### config.mk
export PLATFORM = sky130hd
export DESIGN_NAME = fft_frame_buffer
export DESIGN_NICKNAME = d
export VERILOG_FILES = /design/src/rtl/fft_frame_buffer_pkg.sv /design/src/rtl/fft_frame_buffer_window_mul.sv /design/src/rtl/fft_frame_buffer.sv
export SDC_FILE = /design/constraint.sdc
export NUM_CORES = 1
export LEC_CHECK = 0
export ABC_AREA = 1
export CORE_MARGIN = 4
export CORE_UTILIZATION = 51
export CTS_BUF_LIST = sky130_fd_sc_hd__clkbuf_8
export CTS_CLUSTER_SIZE = 30
export DETAILED_ROUTE_END_ITERATION = 6
export PLACE_DENSITY = 0.78
export SYNTH_ARGS = -nofsm -noshare
export SYNTH_HDL_FRONTEND = slang
export SYNTH_SLANG_ARGS = --single-unit
### constraint.sdc
create_clock -name Clk -period 1.36 [get_ports Clk]
set_input_delay 0.34 -clock Clk [delete_from_list [all_inputs] [get_ports Clk]]
set_output_delay 0.34 -clock Clk [all_outputs]
set_load 0.03 [all_outputs]
### src/rtl/fft_frame_buffer_pkg.sv
// Shared types and constants for the 16-sample FFT frame buffer.
// WIN_COEF is the periodic 16-point Hann window in Q1.23. The unity peak saturates to 24'h7FFFFF.
package fft_pkg;

  typedef logic signed [23:0] sample_t;

  localparam int unsigned FRAME_LEN = 16;

  localparam sample_t WIN_COEF [FRAME_LEN] = '{
    24'sd0,       24'sd319272,  24'sd1228483, 24'sd2589213,
    24'sd4194304, 24'sd5799395, 24'sd7160125, 24'sd8069336,
    24'sd8388607, 24'sd8069336, 24'sd7160125, 24'sd5799395,
    24'sd4194304, 24'sd2589213, 24'sd1228483, 24'sd319272
  };

  typedef enum logic {
    FILL,
    FULL
  } state_e;

endpackage

### src/rtl/fft_frame_buffer_window_mul.sv
// Signed Q1.23 window multiply: (sample * COEF) >>> 23, truncated toward -inf.
// The module is compiled only when FFT_FRAME_WINDOW_EN is defined.
`ifdef FFT_FRAME_WINDOW_EN
module fft_window_mul
  import fft_pkg::*;
#(
  parameter sample_t COEF = '0
) (
  input  sample_t sample_i,
  output sample_t product_o
);

  logic signed [47:0] prod;

  assign prod      = 48'(sample_i) * 48'(COEF);
  assign product_o = sample_t'(prod >>> 23);

endmodule
`endif

### src/rtl/fft_frame_buffer.sv
// Collects 16 audio samples into a fill bank and hands complete frames to a hold bank.
// Optional per-sample Hann windowing on transfer is enabled by FFT_FRAME_WINDOW_EN.
module fft_frame_buffer
  import fft_pkg::*;
(
  input  logic        Clk,
  input  logic        Reset_n,
  input  logic        sample_valid,
  input  logic [23:0] sample_data,
  input  logic        frame_ready,
  output logic        frame_valid,
  output logic [23:0] s0,
  output logic [23:0] s1,
  output logic [23:0] s2,
  output logic [23:0] s3,
  output logic [23:0] s4,
  output logic [23:0] s5,
  output logic [23:0] s6,
  output logic [23:0] s7,
  output logic [23:0] s8,
  output logic [23:0] s9,
  output logic [23:0] s10,
  output logic [23:0] s11,
  output logic [23:0] s12,
  output logic [23:0] s13,
  output logic [23:0] s14,
  output logic [23:0] s15,
  output logic        overflow
);

  state_e     state_q, state_d;
  logic [3:0] wr_idx_q, wr_idx_d;
  sample_t    bank_q [FRAME_LEN];
  sample_t    bank_d [FRAME_LEN];
  sample_t    hold_q [FRAME_LEN];
  sample_t    hold_d [FRAME_LEN];
  sample_t    hold_src [FRAME_LEN];
  logic       frame_valid_q, frame_valid_d;
  logic       overflow_q, overflow_d;
  logic       hold_free;

`ifdef FFT_FRAME_WINDOW_EN
  for (genvar k = 0; k < int'(FRAME_LEN); k++) begin : g_win
    fft_window_mul #(
      .COEF(WIN_COEF[k])
    ) u_win (
      .sample_i (bank_q[k]),
      .product_o(hold_src[k])
    );
  end
`else
  always_comb hold_src = bank_q;
`endif

  assign hold_free = !frame_valid_q || frame_ready;

  always_comb begin
    state_d       = state_q;
    wr_idx_d      = wr_idx_q;
    bank_d        = bank_q;
    hold_d        = hold_q;
    frame_valid_d = frame_valid_q && !frame_ready;
    overflow_d    = overflow_q;

    case (state_q)
      FILL: begin
        if (sample_valid) begin
          bank_d[wr_idx_q] = sample_t'(sample_data);
          wr_idx_d         = wr_idx_q + 4'd1;
          if (wr_idx_q == 4'd15) begin
            state_d = FULL;
          end
        end
      end
      FULL: begin
        if (hold_free) begin
          // hold_src comes from bank_q, so the copy sees the pre-write contents
          hold_d        = hold_src;
          frame_valid_d = 1'b1;
          state_d       = FILL;
          if (sample_valid) begin
            bank_d[0] = sample_t'(sample_data);
            wr_idx_d  = 4'd1;
          end
        end else if (sample_valid) begin
          overflow_d = 1'b1;
        end
      end
      default: state_d = FILL;
    endcase
  end

  always_ff @(posedge Clk or negedge Reset_n) begin
    if (!Reset_n) begin
      state_q       <= FILL;
      wr_idx_q      <= '0;
      bank_q        <= '{default: '0};
      hold_q        <= '{default: '0};
      frame_valid_q <= 1'b0;
      overflow_q    <= 1'b0;
    end else begin
      state_q       <= state_d;
      wr_idx_q      <= wr_idx_d;
      bank_q        <= bank_d;
      hold_q        <= hold_d;
      frame_valid_q <= frame_valid_d;
      overflow_q    <= overflow_d;
    end
  end

  assign frame_valid = frame_valid_q;
  assign overflow    = overflow_q;

  assign s0  = hold_q[0];
  assign s1  = hold_q[1];
  assign s2  = hold_q[2];
  assign s3  = hold_q[3];
  assign s4  = hold_q[4];
  assign s5  = hold_q[5];
  assign s6  = hold_q[6];
  assign s7  = hold_q[7];
  assign s8  = hold_q[8];
  assign s9  = hold_q[9];
  assign s10 = hold_q[10];
  assign s11 = hold_q[11];
  assign s12 = hold_q[12];
  assign s13 = hold_q[13];
  assign s14 = hold_q[14];
  assign s15 = hold_q[15];

endmodule
==> results.txt, run 1 <==
----------------------------------------------------
[Status]
  Run status ... complete, but fails checks
  Violated checks ... design-rule violations, negative setup slack

[Logic synthesis]
  Number of distinct library cells after synthesis ... 24
  Average footprint of a synthesized cell ... ~9.7 um^2
  Synthesis Warnings ... 0
  Syn nets ... approximately 3000
  Combined area of all synthesized cells ... roughly 29000 um^2
  Flops & latches, synth ... about 780
  Syn Inst Count ... between 3000 and 4000
  Sequential cell area fraction in the yosys report ... about two thirds

[Place]
  Routability congestion estimate from global placement ... between 0.8 and 0.9
  IO Port Bufs ... 413
  Cell area after placement ... approximately 35000 um^2
  Placed wire-length estimate after detailed placement ... 58300 um
  Pre-CTS setup slack ... -560 ps

[Critical path]
  Worst endpoint data arrival time ... roughly 1700 ps
  Cell family with most CP delay ... flip-flops
  Slowest stage cell on the critical path ... sky130_fd_sc_hd__dfrtp_1
  Required time worst endpoint ... 1020 ps
  Critical path start-end classification ... flop to output pin
  Delay of the slowest cell on the worst path ... 700 ps
  Setup crit start kind ... flop
  Critical Path, Cell by Cell ... buf_6
  Largest fanout on the critical path ... 2
  Endpoint kind of the worst setup timing path ... output pin
  Buffering stage count on the worst path with inverters included ... 1

[Job]
  Count of max-cap constraint violations ... 0

[Detailed routing]
  Total length of routed wires ... about 130000 um
  Final routed DRC violation total ... 20
  Drt pass-1 iters ... 7
  Number of vias per cell after detailed routing ... approximately 6.2
  Vias after detailed routing ... 28887
  Detailed router's first-iteration violation count ... approximately 4200
  Remaining antenna violation count ... 0
  Routed wire length per instance ... between 20 and 30 um

[STA]
  Unrepaired setup endpoints after global routing ... yes
  Setup ws final ... -679 ps
  Setup tns final ... -289830 ps
  Total setup violations reported at the end of the flow ... 1158
  Skew final ... between 30 and 40 ps
  Number of endpoints with negative hold slack in the final report ... 0
  Measured slew at the worst slew-check pin ... 663 ps
  Normalized max-slew margin ... between 50% and 60%
  Final Max Slew Viols ... 0
  Min Clock Period, post-route ... just over 2000 ps
  Share of the cycle needed by the critical path after routing ... 150%
  F_max ... between 400 and 500 MHz

[Floorplanning]
  Initial core utilization ... between 50 and 60%
  Area of the core ... roughly 56000 um^2
  Total number of placement rows ... 87
  Die width ... roughly 250 um
  Total I/O pin count ... a little over 400
  Height of the die ... around 250 um
  Die outline area ... ~61000 um^2

[Global routing]
  Maximum number of pins on one net before global-route repair ... 93
  Gr ovfl total ... 0
  Via count of the first global-routing pass ... about 26000
  Initial antenna violation count ... 12
  Global-route wire length before repair ... 153000 um
  Global-route total usage across every layer ... 32.8%

[CTS]
  Num CTS Buffers ... 118
  Sinks on the clock net ... slightly below 800
  H-tree Lvls ... 3
  Root buf cell ... sky130_fd_sc_hd__clkbuf_8
  Clock-pin slew of the registers on the worst-case setup and hold paths ... ~80 ps
  CTS max path bufs ... 3
  TritonCTS clock tree ... yes
  Clk_lat worst skew ... ~770 ps

[Final layout]
  Proportion of layout cells with a drive suffix above 1 ... between 30 and 40%
  Final net count ... 3847
  Final standard cell area without fillers ... 44100 um^2
  Area growth from synthesis to final layout ... 50.9%

[Min path]
  Kind of path behind the tightest hold check ... input pin to asynchronous set/reset pin

[Pwr]
  Worst ir drop on vdd ... just over 0.002 V
  Post-route total power ... about 0.11 W
  Ratio of total power to cell area ... around 2500 nW/um^2
  Standby leakage power ... 22.7 nW

----------------------------------------------------
through the flow:
step	utilization [%]	hold WS (ps)	std cells
after CTS	72.0	1.14	4518
after floorplan	-	44.4	3014
after global placement	61.6	178	4138
final	78.0	12.0	4673
after global routing	78.0	6.67	4669
after detailed placement	61.6	179	4138
cell usage after synthesis:
library cell / count / share of area, %
sky130_fd_sc_hd__buf_4: 23 / 0.59
sky130_fd_sc_hd__inv_1: 223 / 2.9
sky130_fd_sc_hd__o21ai_1: 35 / 0.60
sky130_fd_sc_hd__nand3_2: 2 / 0.069
sky130_fd_sc_hd__nand2_4: 1 / 0.039
sky130_fd_sc_hd__buf_1: 12 / 0.15
sky130_fd_sc_hd__nand3_1: 225 / 3.9
sky130_fd_sc_hd__nor2_8: 1 / 0.069
sky130_fd_sc_hd__a21oi_1: 1 / 0.017
sky130_fd_sc_hd__o21ai_2: 4 / 0.12
sky130_fd_sc_hd__ha_1: 4 / 0.17
sky130_fd_sc_hd__nor2_1: 5 / 0.064
sky130_fd_sc_hd__nand2_2: 2 / 0.043
sky130_fd_sc_hd__nand2_1: 998 / 13
sky130_fd_sc_hd__clkbuf_1: 91 / 1.2
sky130_fd_sc_hd__buf_2: 67 / 1.1
sky130_fd_sc_hd__o21bai_1: 1 / 0.026
sky130_fd_sc_hd__nor2_4: 2 / 0.077
sky130_fd_sc_hd__o21ai_0: 517 / 8.9
sky130_fd_sc_hd__inv_2: 2 / 0.026
sky130_fd_sc_hd__dfrtp_1: 775 / 66
sky130_fd_sc_hd__nand4_1: 1 / 0.021
sky130_fd_sc_hd__buf_6: 19 / 0.73
sky130_fd_sc_hd__nor2_2: 3 / 0.064
kinds of logic after synthesis:
logic type,count (synthesis),synth area share [%]
and+or+nand+nor,1240,17.1
DFF,775,66.4
AOI/OAI and AO/OA,558,9.62
buffers and inverters,437,6.69
adders and majority gates,4,0.171
cells in the final DEF, fill, tap and decap left out, drive strengths merged:
master	instances
nand2	1001
buf	820
dfrtp	775
o21ai	556
inv	274
nand3	227
clkbuf	194
clkdlybuf4s50	26
diode	14
nor2	11
clkinv	6
ha	4
clkinvlp	2
bufinv	2
dlygate4sd3	2
nand4	1
o21bai	1
a21oi	1
repair_timing:
item                                    in CTS  in global routing
endpoints found under the setup margin    1105               1158
gates cloned                                19                 63
hold buffers                                 2                  0
buffers inserted                           151                 93
endpoints found under the hold margin      775                  0
pin swaps                                    7                 22
gates resized for setup                    676                498
flip-flops by register name, summed over array words and instances (netlist names), 24 cells and up:
register  count
s1           24
s8           24
s9           24
s0           24
bank_q      384
s2           24
s15          24
s7           24
s13          24
s3           24
s10          24
s12          24
s11          24
s4           24
s14          24
s6           24
s5           24
metal layers:
layer  wire length, um  global-route usage (%)  vias up
met3             18400                    9.65      936
met5                27                       0        -
met1             41200                    40.3    13854
met4             13000                    22.0        4
li1                  -                       -    11227
met2             58400                    50.6     2866
area by class of cell:
class                      instances  area [um^2]
clock inverter                    59          317
fill                            2791        12400
sequential                       775        19400
multi-input combinational       1802         9490
clock buffer                     149         2050
antenna                           14         35.0
inverter                         225          850
tap                              756          946
timing repair buffer             893        10900
power by group:
group / leakage [nW] / switching [W] / internal (W)
combinational: 11.5 / 0.0261 / 0.0195
clock: 1.39 / 0.0100 / 0.0102
sequential: 9.79 / 0.00925 / 0.0333
total: 22.7 / 0.0453 / 0.0630
path summary, 6_finish.rpt:
path	from	endpoint	slack, ps	depth (start not counted)
max reg2reg	wr_idx_q[1]$_DFFE_PN0P_	bank_q[130]$_DFFE_PN0P_	-480	7
min in group Clk	sample_data[20]	bank_q[356]$_DFFE_PN0P_	380	4
max	s11[20]$_DFFE_PN0P_	s11[20]	-680	1
max in group asynchronous	Reset_n	bank_q[277]$_DFFE_PN0P_	540	3
min reg2reg	bank_q[90]$_DFFE_PN0P_	bank_q[90]$_DFFE_PN0P_	490	2
min	Reset_n	bank_q[11]$_DFFE_PN0P_	10	2
Power figures use the tool's default switching activity.
==> run 2: changes to the inputs <==
CORE_UTILIZATION = 25   (was 51)
PLACE_DENSITY = not set   (was 0.78)
==> run 2 against run 1 <==
Sequential share of layout area decreased by 1.0 points; register-to-register slack better by 50 ps; the flow finishes with violations (negative setup slack); clock skew grew 9.6 ps; combinational power decreased by 9.4%; highest routed layer unchanged; clock-buffer cell count increased by 20; non-clock buffer count fell by 13; worst setup slack better by 250 ps; largest power group unchanged; flip-flop and latch count unchanged; clock power rose by 11%; maximum frequency increased by 14%.
==> results.txt, run 2 (same netlist as run 1, synthesis figures left out) <==
----------------------------------------------------
[CTS]
  Num CTS Buffers ... around 140
  Clk_lat worst skew ... about 820 ps
  Sinks on the clock net ... between 700 and 800
  Root buf cell ... sky130_fd_sc_hd__clkbuf_8
  Clock-pin slew of the registers on the worst-case setup and hold paths ... around 60 ps
  TritonCTS clock tree ... yes
  CTS max path bufs ... 3
  H-tree Lvls ... 4

[Detailed routing]
  Total length of routed wires ... 114000 um
  Drt pass-1 iters ... 5
  Vias after detailed routing ... around 25000
  Detailed router's first-iteration violation count ... roughly 2000
  Number of vias per cell after detailed routing ... between 4 and 5
  Remaining antenna violation count ... 0
  Final routed DRC violation total ... 0
  Routed wire length per instance ... 20.8 um

[Final layout]
  Sequential Area ... around 20000 um^2
  Max FFs per register ... between 300 and 400
  # fillers ... about 11000
  Final net count ... 3855
  Commonest non-fill, non-tap cell in the layout ... sky130_fd_sc_hd__nand2_1
  Proportion of layout cells with a drive suffix above 1 ... between 30% and 40%
  Largest register by flop count ... bank_q
  Combined area of the multi-input logic cells ... between 8000 and 9000 um^2
  Area growth from synthesis to final layout ... 54.5%
  Commonest cells after routing, fill and taps aside ... sky130_fd_sc_hd__nand2_1, sky130_fd_sc_hd__dfrtp_1, sky130_fd_sc_hd__o21ai_0

[Place]
  Placed wire-length estimate after detailed placement ... around 69000 um
  Pre-CTS setup slack ... -704 ps
  Routability congestion estimate from global placement ... 0.783
  IO Port Bufs ... 413

[STA]
  Skew final ... approximately 47 ps
  Setup tns final ... -272150 ps
  Min Clock Period, post-route ... ~1800 ps
  Final Max Slew Viols ... 0
  Setup ws final ... -427 ps
  Total setup violations reported at the end of the flow ... between 1000 and 1500
  Number of endpoints with negative hold slack in the final report ... 0
  Share of the cycle needed by the critical path after routing ... 131%
  Measured slew at the worst slew-check pin ... ~640 ps
  F_max ... around 560 MHz
  Unrepaired setup endpoints after global routing ... yes
  Normalized max-slew margin ... a little under three fifths

[Status]
  Violated checks ... negative setup slack
  Run status ... complete, but fails checks

[Global routing]
  Via count of the first global-routing pass ... between 20000 and 25000
  Global-route total usage across every layer ... ~17%
  Maximum number of pins on one net before global-route repair ... 94
  Initial antenna violation count ... 8
  Gr ovfl total ... 0
  Global-route wire length before repair ... around 150000 um

[Job]
  Count of max-cap constraint violations ... 0

[Critical path]
  Setup crit start kind ... flop
  Slowest stage cell on the critical path ... sky130_fd_sc_hd__dfrtp_4
  Delay of the slowest cell on the worst path ... roughly 500 ps
  Critical path start-end classification ... flop to flop
  Critical Path, Cell by Cell ... nor2_8 > buf_6 > nand2_8 > buf_6 > nor2_4 > buf_12 > buf_12 > clkbuf_16 > nand2_1 > o21ai_1
  Worst endpoint data arrival time ... roughly 2500 ps
  Largest fanout on the critical path ... 6
  Required time worst endpoint ... 2080 ps
  Endpoint kind of the worst setup timing path ... flop

[Floorplanning]
  Die width ... around 350 um
  Die outline area ... between 100000 and 150000 um^2
  Height of the die ... between 300 and 400 um
  Total I/O pin count ... 414
  Area of the core ... 116000 um^2
  Total number of placement rows ... approximately 130
  Initial core utilization ... about a quarter

[Pwr]
  Standby leakage power ... about 23 nW
  Post-route total power ... ~0.10 W
  Worst ir drop on vdd ... between 0.0015 and 0.002 V
  Ratio of total power to cell area ... between 2000 and 2500 nW/um^2

[Min path]
  Kind of path behind the tightest hold check ... input pin to asynchronous set/reset pin

----------------------------------------------------
-- run 2: changes by cell type in the layout (fill, tap and decap cells not counted), sizes merged --
| cell | before | now |
|---|---|---|
| clkinv | 6 | 15 |
| dlygate4sd3 | 2 | 3 |
| clkbuf | 194 | 207 |
| clkdlybuf4s50 | 26 | 25 |
| buf | 820 | 814 |
| diode | 14 | 4 |
| bufinv | 2 | 4 |
| clkinvlp | 2 | 6 |
-- run 2: critical path: cells and delay by family, from the launching register on --
kind,cells,cell delay (ps)
buffers and inverters,5,690
DFF,1,500
and+or+nand+nor,4,450
AOI/OAI and AO/OA,1,80
-- run 2: cell type report --
class / instances / area share (%)
clock buffers: 169 / 5.15
clock inverters: 74 / 1.16
inverters: 225 / 1.88
repair buffers: 880 / 24.8
well taps: 1524 / 4.22
multi-input cells: 1802 / 19.7
diodes: 4 / 0.0222
flip-flops and latches: 775 / 43.1
-- run 2: through the flow --
step           hold slack (ps)  area, um^2  std cells  utilization, %
2_1_floorplan             44.4       29300       3014               -
3_3_place_gp               163       36400       4927            31.3
3_5_place_dp               162       36400       4927            31.3
4_1_cts                   63.0       42500       5315            36.7
5_1_grt                    126       45100       5450            38.9
6_report                   161       45100       5453            38.9
-- run 2: routing by layer --
metal,global-route usage [%],up-vias,wire (um)
met4,5.76,6,2920
li1,-,11264,-
met3,4.91,186,9060
met2,25.8,995,52100
met5,0,-,40
met1,23.3,12140,49500
-- run 2: worst paths after layout --
| check | slack (ps) | start | depth (start not counted) | to |
|---|---|---|---|---|
| worst max-delay path | -430 | state_q$_DFF_PN0_ | 10 | bank_q[164]$_DFFE_PN0P_ |
| worst min-delay path | 160 | Reset_n | 3 | s2[7]$_DFFE_PN0P_ |
| worst max register to register | -430 | state_q$_DFF_PN0_ | 10 | bank_q[164]$_DFFE_PN0P_ |
| worst min register to register | 470 | bank_q[369]$_DFFE_PN0P_ | 2 | bank_q[369]$_DFFE_PN0P_ |
| max in group asynchronous | 590 | Reset_n | 4 | s3[5]$_DFFE_PN0P_ |
| min in group Clk | 300 | sample_data[16] | 4 | bank_q[136]$_DFFE_PN0P_ |
-- run 2: what timing repair did --
action                      CTS  global route
hold endpoints to repair    776             0
gates resized for setup     509           347
pin swaps                     7            14
hold buffers                  3             0
setup endpoints to repair  1145          1152
buffers inserted            119            96
cloned                       23            49
-- run 2: power breakdown --
part	switching, W	internal [W]	leakage [nW]
clock network	0.0103	0.0121	1.61
logic	0.0223	0.0190	11.3
registers	0.00742	0.0333	9.78
